<file path="config.mk">
export PLATFORM = sky130hd
export DESIGN_NAME = mole_spawner
export DESIGN_NICKNAME = d
export VERILOG_FILES = /design/src/rtl/mole_pkg.sv /design/src/rtl/lfsr16.sv /design/src/rtl/mole_spawner.sv
export SDC_FILE = /design/constraint.sdc
export NUM_CORES = 1
export LEC_CHECK = 0
export CAP_MARGIN = 20
export CORE_MARGIN = 8
export CORE_UTILIZATION = 55
export CTS_CLUSTER_DIAMETER = 100
export CTS_CLUSTER_SIZE = 24
export DETAILED_ROUTE_END_ITERATION = 8
export GPL_TIMING_DRIVEN = 0
export HOLD_SLACK_MARGIN = 0.02
export PLACE_DENSITY_LB_ADDON = 0.3
export SETUP_SLACK_MARGIN = 0.02
export SYNTH_ARGS = -nofsm -noshare
export SYNTH_HDL_FRONTEND = slang
export SYNTH_SLANG_ARGS = --single-unit
export TNS_END_PERCENT = 100
</file>
<file path="constraint.sdc">
create_clock -name clk -period 4 [get_ports clk]
set_clock_uncertainty 0.2 [all_clocks]
set_input_delay 0.8 -clock clk [delete_from_list [all_inputs] [get_ports clk]]
set_output_delay 0.8 -clock clk [all_outputs]
set_load 0.02 [all_outputs]
</file>
<file path="src/rtl/mole_pkg.sv">
// Shared types and constants for the whack-a-mole engine.
package mole_pkg;

    typedef enum logic [1:0] {IDLE, GAP, UP} mole_state_t;

    // Galois feedback mask for x^16 + x^14 + x^13 + x^11 (right-shifting form)
    localparam logic [15:0] LFSR_TAPS = 16'hB400;

    function automatic int hole_w(input int n);
        return $clog2(n);
    endfunction

endpackage

</file>
<file path="src/rtl/lfsr16.sv">
// Free-running 16-bit Galois LFSR; advances on every clock.
module lfsr16
    import mole_pkg::*;
#(
    parameter logic [15:0] SEED = 16'hACE1
) (
    input  logic        clk,
    input  logic        rst_n,
    output logic [15:0] q
);

    always_ff @(posedge clk or negedge rst_n) begin
        if (!rst_n) begin
            q <= SEED;
        end else if (q[0]) begin
            q <= (q >> 1) ^ LFSR_TAPS;
        end else begin
            q <= q >> 1;
        end
    end

endmodule

</file>
<file path="src/rtl/mole_spawner.sv">
// Whack-a-mole engine: random hole, up/gap timing, one-cycle hit/miss pulses.
// Define SPEEDUP_EN to shorten the up window after every hit.
module mole_spawner
    import mole_pkg::*;
#(
    parameter int          NUM_HOLES      = 4,
    parameter int          MOLE_UP_CYCLES = 50_000_000,
    parameter int          GAP_CYCLES     = 25_000_000,
    parameter logic [15:0] LFSR_SEED      = 16'hACE1
) (
    input  logic                 clk,
    input  logic                 rst_n,
    input  logic                 restart,
    input  logic                 enable,
    input  logic [NUM_HOLES-1:0] buttons,
    output logic [NUM_HOLES-1:0] mole_leds,
    output logic                 mole_hit,
    output logic                 mole_miss
);

    localparam int HW   = hole_w(NUM_HOLES);
    localparam int TMAX = (MOLE_UP_CYCLES > GAP_CYCLES) ? MOLE_UP_CYCLES : GAP_CYCLES;
    localparam int TW   = $clog2(TMAX + 1);

    localparam logic [TW-1:0] GAP_LAST = TW'(GAP_CYCLES - 1);
    localparam logic [TW-1:0] UP_FULL  = TW'(MOLE_UP_CYCLES);

    mole_state_t          state;
    logic [TW-1:0]        timer;
    logic [TW-1:0]        up_time;
    logic [HW-1:0]        prev_hole;
    logic [HW-1:0]        pick;
    logic [HW-1:0]        next_hole;
    logic [NUM_HOLES-1:0] sync1;
    logic [NUM_HOLES-1:0] sync2;
    logic [NUM_HOLES-1:0] btn_prev;
    logic [NUM_HOLES-1:0] btn_edge;
    logic [15:0]          lfsr;
    logic                 lfsr_unused;
    logic                 hit_now;

    lfsr16 #(.SEED(LFSR_SEED)) u_lfsr (
        .clk  (clk),
        .rst_n(rst_n),
        .q    (lfsr)
    );

    assign lfsr_unused = ^lfsr[15:HW];
    assign pick        = lfsr[HW-1:0];
    assign next_hole   = (pick == prev_hole) ? pick + HW'(1) : pick;

    // Edge is registered so a press reaches the FSM three edges after sampling
    always_ff @(posedge clk or negedge rst_n) begin
        if (!rst_n) begin
            sync1    <= '0;
            sync2    <= '0;
            btn_prev <= '0;
            btn_edge <= '0;
        end else begin
            sync1    <= buttons;
            sync2    <= sync1;
            btn_prev <= sync2;
            btn_edge <= sync2 & ~btn_prev;
        end
    end

    assign hit_now = (state == UP) && |(mole_leds & btn_edge);

`ifdef SPEEDUP_EN
    localparam logic [TW-1:0] UP_STEP  = TW'(MOLE_UP_CYCLES / 8);
    localparam logic [TW-1:0] UP_FLOOR = TW'(MOLE_UP_CYCLES / 4);

    always_ff @(posedge clk or negedge rst_n) begin
        if (!rst_n) begin
            up_time <= UP_FULL;
        end else if (restart) begin
            up_time <= UP_FULL;
        end else if (enable && hit_now) begin
            up_time <= (up_time >= UP_FLOOR + UP_STEP) ? up_time - UP_STEP : UP_FLOOR;
        end
    end
`else
    assign up_time = UP_FULL;
`endif

    always_ff @(posedge clk or negedge rst_n) begin
        if (!rst_n) begin
            state     <= IDLE;
            timer     <= '0;
            prev_hole <= '0;
            mole_leds <= '0;
            mole_hit  <= 1'b0;
            mole_miss <= 1'b0;
        end else begin
            mole_hit  <= 1'b0;
            mole_miss <= 1'b0;
            if (restart || !enable) begin
                state     <= (restart && enable) ? GAP : IDLE;
                timer     <= '0;
                mole_leds <= '0;
            end else begin
                unique case (state)
                    IDLE: begin
                        state <= GAP;
                        timer <= '0;
                    end
                    GAP: begin
                        if (timer == GAP_LAST) begin
                            state     <= UP;
                            timer     <= '0;
                            prev_hole <= next_hole;
                            mole_leds <= NUM_HOLES'(1) << next_hole;
                        end else begin
                            timer <= timer + TW'(1);
                        end
                    end
                    UP: begin
                        // a hit landing on the expiry cycle still counts as a hit
                        if (hit_now || timer == up_time - TW'(1)) begin
                            state     <= GAP;
                            timer     <= '0;
                            mole_leds <= '0;
                            mole_hit  <= hit_now;
                            mole_miss <= !hit_now;
                        end else begin
                            timer <= timer + TW'(1);
                        end
                    end
                    default: begin
                        state     <= IDLE;
                        mole_leds <= '0;
                    end
                endcase
            end
        end
    end

endmodule

</file>
# After elaboration in Yosys (flattened, before gate mapping)
# Cells that the tools add are included.
# totals
register_bits	68
elab_cells	60
# op_classes
addsub	2
n_eq_ne	8
shift	1
muxes	21
bitwise_logic	5
reduce_logical	12
# op_table
op	n
26-bit 2-to-1 mux	3
26-bit one-hot mux with 3 select lines	1
26-bit by 1-bit adder with 26-bit output, second input constant	1
26-bit by 25-bit equality test with 1-bit output, second input constant	1
26-bit equality test, second input constant	1
16-bit 2-to-1 mux	1
4-bit 2-to-1 mux	3
4-bit one-hot mux with 3 select lines	1
4-bit bitwise AND	2
2-bit 2-to-1 mux	4
1-bit 2-to-1 mux	7
2-bit one-hot mux with 3 select lines	1
3-bit AND reduction	2
3-bit inverter with 4-bit output	1
4-bit inverter	1
4-bit nonzero test	1
4-bit OR reduction	1
1-bit by 2-bit << shifter with 4-bit output, first input constant	1
3-bit by 1-bit inequality test with 1-bit output, second input constant	1
3-bit inequality test, second input constant	1
2-bit by 1-bit adder with 2-bit output, second input constant	1
2-bit by 1-bit equality test with 1-bit output, second input constant	1
2-bit equality test	1
2-bit equality test, second input constant	1
7 further kinds	10

# Depth between registers and ports, before layout
# depth
word_depth	7
depth_mapped	10
ltp_nobuf	8

# Hierarchy
# From an unflattened synthesis, not the netlist that was laid out.
# hier_totals
cells_unflattened	296
hier_area_um2	3115.5
# by_module_without_submodules
mod	instances	cells_per_inst	area_each_um2	seq_area_each_um2
mole_spawner	1	277	2678.8	1301.2
lfsr16	1	19	436.7	410.4

# Worst setup path before layout
# OpenSTA, ideal clock, no wires.
# synth_timing
path_type	in2reg
startpoint	input enable
endpoint	register timer[13]
arrival_ps	2154
path_slack_ps	1564
stages	9
path_buffers	3
cell_sequence	nor2b_1 -> clkbuf_1 -> nand4_1 -> a31o_2 -> a21oi_2 -> buf_4 -> buf_4 -> o21ai_0 -> a31oi_1
# synth_between
elab_chain_len	3
elab_cells_between_ends	4
cone_classes	mux (1); reduce/logical (3)
# synth_lines
element	line	source
start, declared	mole_spawner.sv:14	input logic enable,
1-bit zero test *	mole_spawner.sv:97	if (restart || !enable) begin
1-bit logical OR *	mole_spawner.sv:97	
4-bit nonzero test (no source line) or 26-bit 2-to-1 mux (tied branches)	-	
end signal, assigned	mole_spawner.sv:114	timer <= timer + TW'(1);
end signal, assigned	mole_spawner.sv:126	timer <= timer + TW'(1);
end, declared	mole_spawner.sv:29	logic [TW-1:0] timer;
# Every way passes the cells marked *; elsewhere a longest branch is shown, timed or not.
# A chain may end at the register's enable or synchronous reset.

# Final worst setup path
# layout_timing
startpoint	input enable
endpoint	register timer[20]
# The elaborated chain is that of the path after synthesis.

==> flow_summary.toml <==
[status]
outcome = "complete, no violations"

[critical_path]
slowest_stage = "clkdlybuf4s50_1"
r2r_setup_slack_ns = 1.55
crit_path_cell_trace = "clkdlybuf4s50_1, nor2b_1, clkbuf_1, nand4_1, a31o_2, a21oi_2, buf_4, buf_4, o21ai_0, a31oi_1"
cp_common_cell = "buf_4"
critical_path.max_stage_delay_ns = 0.46
cp-end-kind = "register"
start_kind = "input port"
cp.buffers_inverters = 4
worstPathRequired_ns = 4.06
cp_max_fo = 10
crit_arrival_ns = 3.04
crit_type = "input port to register"
crit_family = "buffers and inverters"

[cts]
path_clk_slew_ns = 0.08
cts_setup_buffers = 0
clock-sinks = 68
h-tree-depth = 3
clk_latency_ns = 0.34
cts_resized = 0
clockBufferDepth = 2
numCtsBuffers = 9
hold_buffers = 0
cts_tree = "built"
cts-root-buf = "clkbuf_8"

[cells_and_area]
diodes = 0
syn_to_final_growth_pct = 14.0
fin_nets = 312
fin_util = 0.637
drive_above_1_share = 0.155
design_area_um2 = 3420
ff_latch_area_um2 = 1710
multiInputGateArea_um2 = 1220
fillCellCount = 414

[flow_run]
drv_cap = 0

[global_routing]
antenna_found_initial = 0
grt_max_degree = 69
track_usage = 0.160
overflow = 0
grt_pass1_wl_um = 10500
grt_pass1_vias = 2172

[floorplan]
row_count = 27
core_area_um2 = 5370
die_y_um = 89.9
start_util = 0.559
fp.dieW_um = 89.9
dieArea_um2 = 8080
io_pins = 14

[pwr]
pwr-share-clk = 0.433
swShare = 0.240
ir_worst_vdd_mv = 0.394
sequentialPowerShare = 0.527
power.internal_w = 0.00101
p_leak_nw = 1.45
p_sw_w = 0.000319
power.density_nw_per_um2 = 389
comb_power_share = 0.040

[detailed_routing]
wl_per_cell_um = 16.0
wl_um = 5990
drc = 0
ant_nets = 0
drt_first_pass_iters = 4
viasPerCell = 5.82
first_iter_violations = 113
via_count = 2182

[placed_design]
portBuffers = 13
finalWeightedCongestion = 0.876
placed_area_um2 = 3220
dp_hpwl_um = 4010

[logic_synthesis]
synth_area_um2 = 3000
syn_inst = 274
synthDominantCellAreaShare = 0.500
seq_area_frac_synth = 0.570
yosys_warnings = 0
ys_types = 47
synthTopCellsByArea = "dfrtp_1, dfstp_2, a31oi_1, nand2_1, mux2_2"
synth_nets = 288
ys.flop_type = "dfrtp_1"
synth_edf_count = 0
yosys.area.top_type = "dfrtp_1"
synth-seq-cells = 68
async_flop_share = 1.00
avgSynthCellArea_um2 = 11.0

[min_path]
hold_path.class = "register to register"

[timing]
post-route-period-util = 0.745
setup_viol = 0
tightest_slew_ns = 0.824
fin_crit_ns = 2.98
hold_viol = 0
max_freq_mhz = 335
rsz0062_at_grt = "false"
relSlewSlack = 0.451
slew_violations = 0
-- worst reg2reg max path, delay by kind of cell (launching register included) --
kind	cells	cell delay [ns]
compound gates	2	0.36
buf+inv	2	0.36
flops	1	0.45
mux	1	0.26
simple gates	2	0.71
-- placed cells by master (no fill, tap or decap), drive strengths merged, types with 2 or more instances in the layout --
cell type      count
dfrtp             60
nand2             26
a31oi             22
nor2              20
a21oi             16
clkdlybuf4s50     12
clkbuf            12
nand4             10
o21ai             10
nand3             10
nor3               9
buf                9
dfstp              8
inv                8
mux2               7
nor2b              6
ha                 6
and4               4
nand2b             4
xor2               3
a21o               3
and3               3
a221o              3
a22o               3
and2               3
nor4b              2
a22oi              2
or3                2
nand3b             2
a41oi              2
a211oi             2
clkinvlp           2
nor4               2
or2                2
-- power by group through the flow --
stage               registers, W  clock network (W)  logic (W)
finish                  0.000703           0.000577  0.0000528
global route            0.000704           0.000621  0.0000600
CTS                     0.000703           0.000591  0.0000540
detailed placement      0.000716                  0  0.0000539
global placement        0.000715                  0  0.0000531
floorplan               0.000715                  0  0.0000251
-- cell usage after synthesis (2+ instances only) --
cell type and number:
nand3_1 9, nor2b_1 6, nand4_1 10, mux2_2 7, and4_1 4, a21o_1 3
ha_1 6, clkbuf_1 3, nor2_1 20, buf_1 2, a22o_1 3, buf_2 2
a21oi_1 15, a211oi_1 2, a221o_1 3, inv_1 4, nand2_1 26, and2_1 2
nor4b_1 2, dfrtp_1 60, dfstp_2 8, a22oi_1 2, a31oi_1 22, buf_4 4
nor3_1 8, o21ai_0 10, and3_1 3, nand2b_1 4, nand3b_1 2, xor2_1 3
or3_4 2, a41oi_1 2
-- final timing paths --
check,startpoint,endpoint,depth (start not counted)
max,enable,timer[20],10
min,u_lfsr.q[2],u_lfsr.q[1],0
max reg2reg,timer[8],timer[0],7
min reg2reg,u_lfsr.q[2],u_lfsr.q[1],0
max in group asynchronous,rst_n,timer[13],1
min in group asynchronous,rst_n,sync2[1],1
-- flip-flops by register name (all words and copies together), names as in the netlist --
name,cells
btn_edge,4
timer,26
mole_hit,1
u_lfsr.q,16
btn_prev,4
mole_miss,1
sync1,4
sync2,4
prev_hole,2
state,2
mole_leds,4
-- routing by layer --
layer / track usage / vias up / routed length [um]
met4: 0.0652 / 0 / 84
li1: - / 1057 / -
met3: 0.0590 / 10 / 309
met5: 0 / - / 0
met2: 0.242 / 53 / 2780
met1: 0.203 / 1062 / 2820
-- cell families after synthesis --
group,synth area share
AND/OR/NAND/NOR,0.196
adder cells (fa/ha/maj),0.0250
AO/OA/AOI/OAI,0.147
XOR/XNOR,0.0117
flip-flops,0.570
buffers and inverters,0.0246
multiplexers,0.0263
-- stage by stage --
stage | hold slack [ns] | total power (W) | setup WS [ns] | setup TNS, ns | cells
finish | 0.153 | 0.00133 | 1.02 | 0 | 375
global route | 0.159 | 0.00139 | 0.880 | 0 | 375
CTS | 0.157 | 0.00135 | 1.04 | 0 | 375
detailed placement | 0.139 | 0.000770 | 0.695 | 0 | 359
global placement | 0.131 | 0.000768 | -0.215 | -12.68 | 359
floorplan | 0.131 | 0.000740 | 1.56 | 0 | 274
-- area by class of cell --
type | count | share of cell area
tap | 72 | 0.0263
clock inverter | 7 | 0.0234
multi-input combinational | 191 | 0.355
clock buffer | 9 | 0.0362
buffer | 11 | 0.0172
timing repair buffer | 13 | 0.0373
sequential | 68 | 0.500
inverter | 4 | 0.00439
Note: power is estimated with default switching activity, not from simulation.
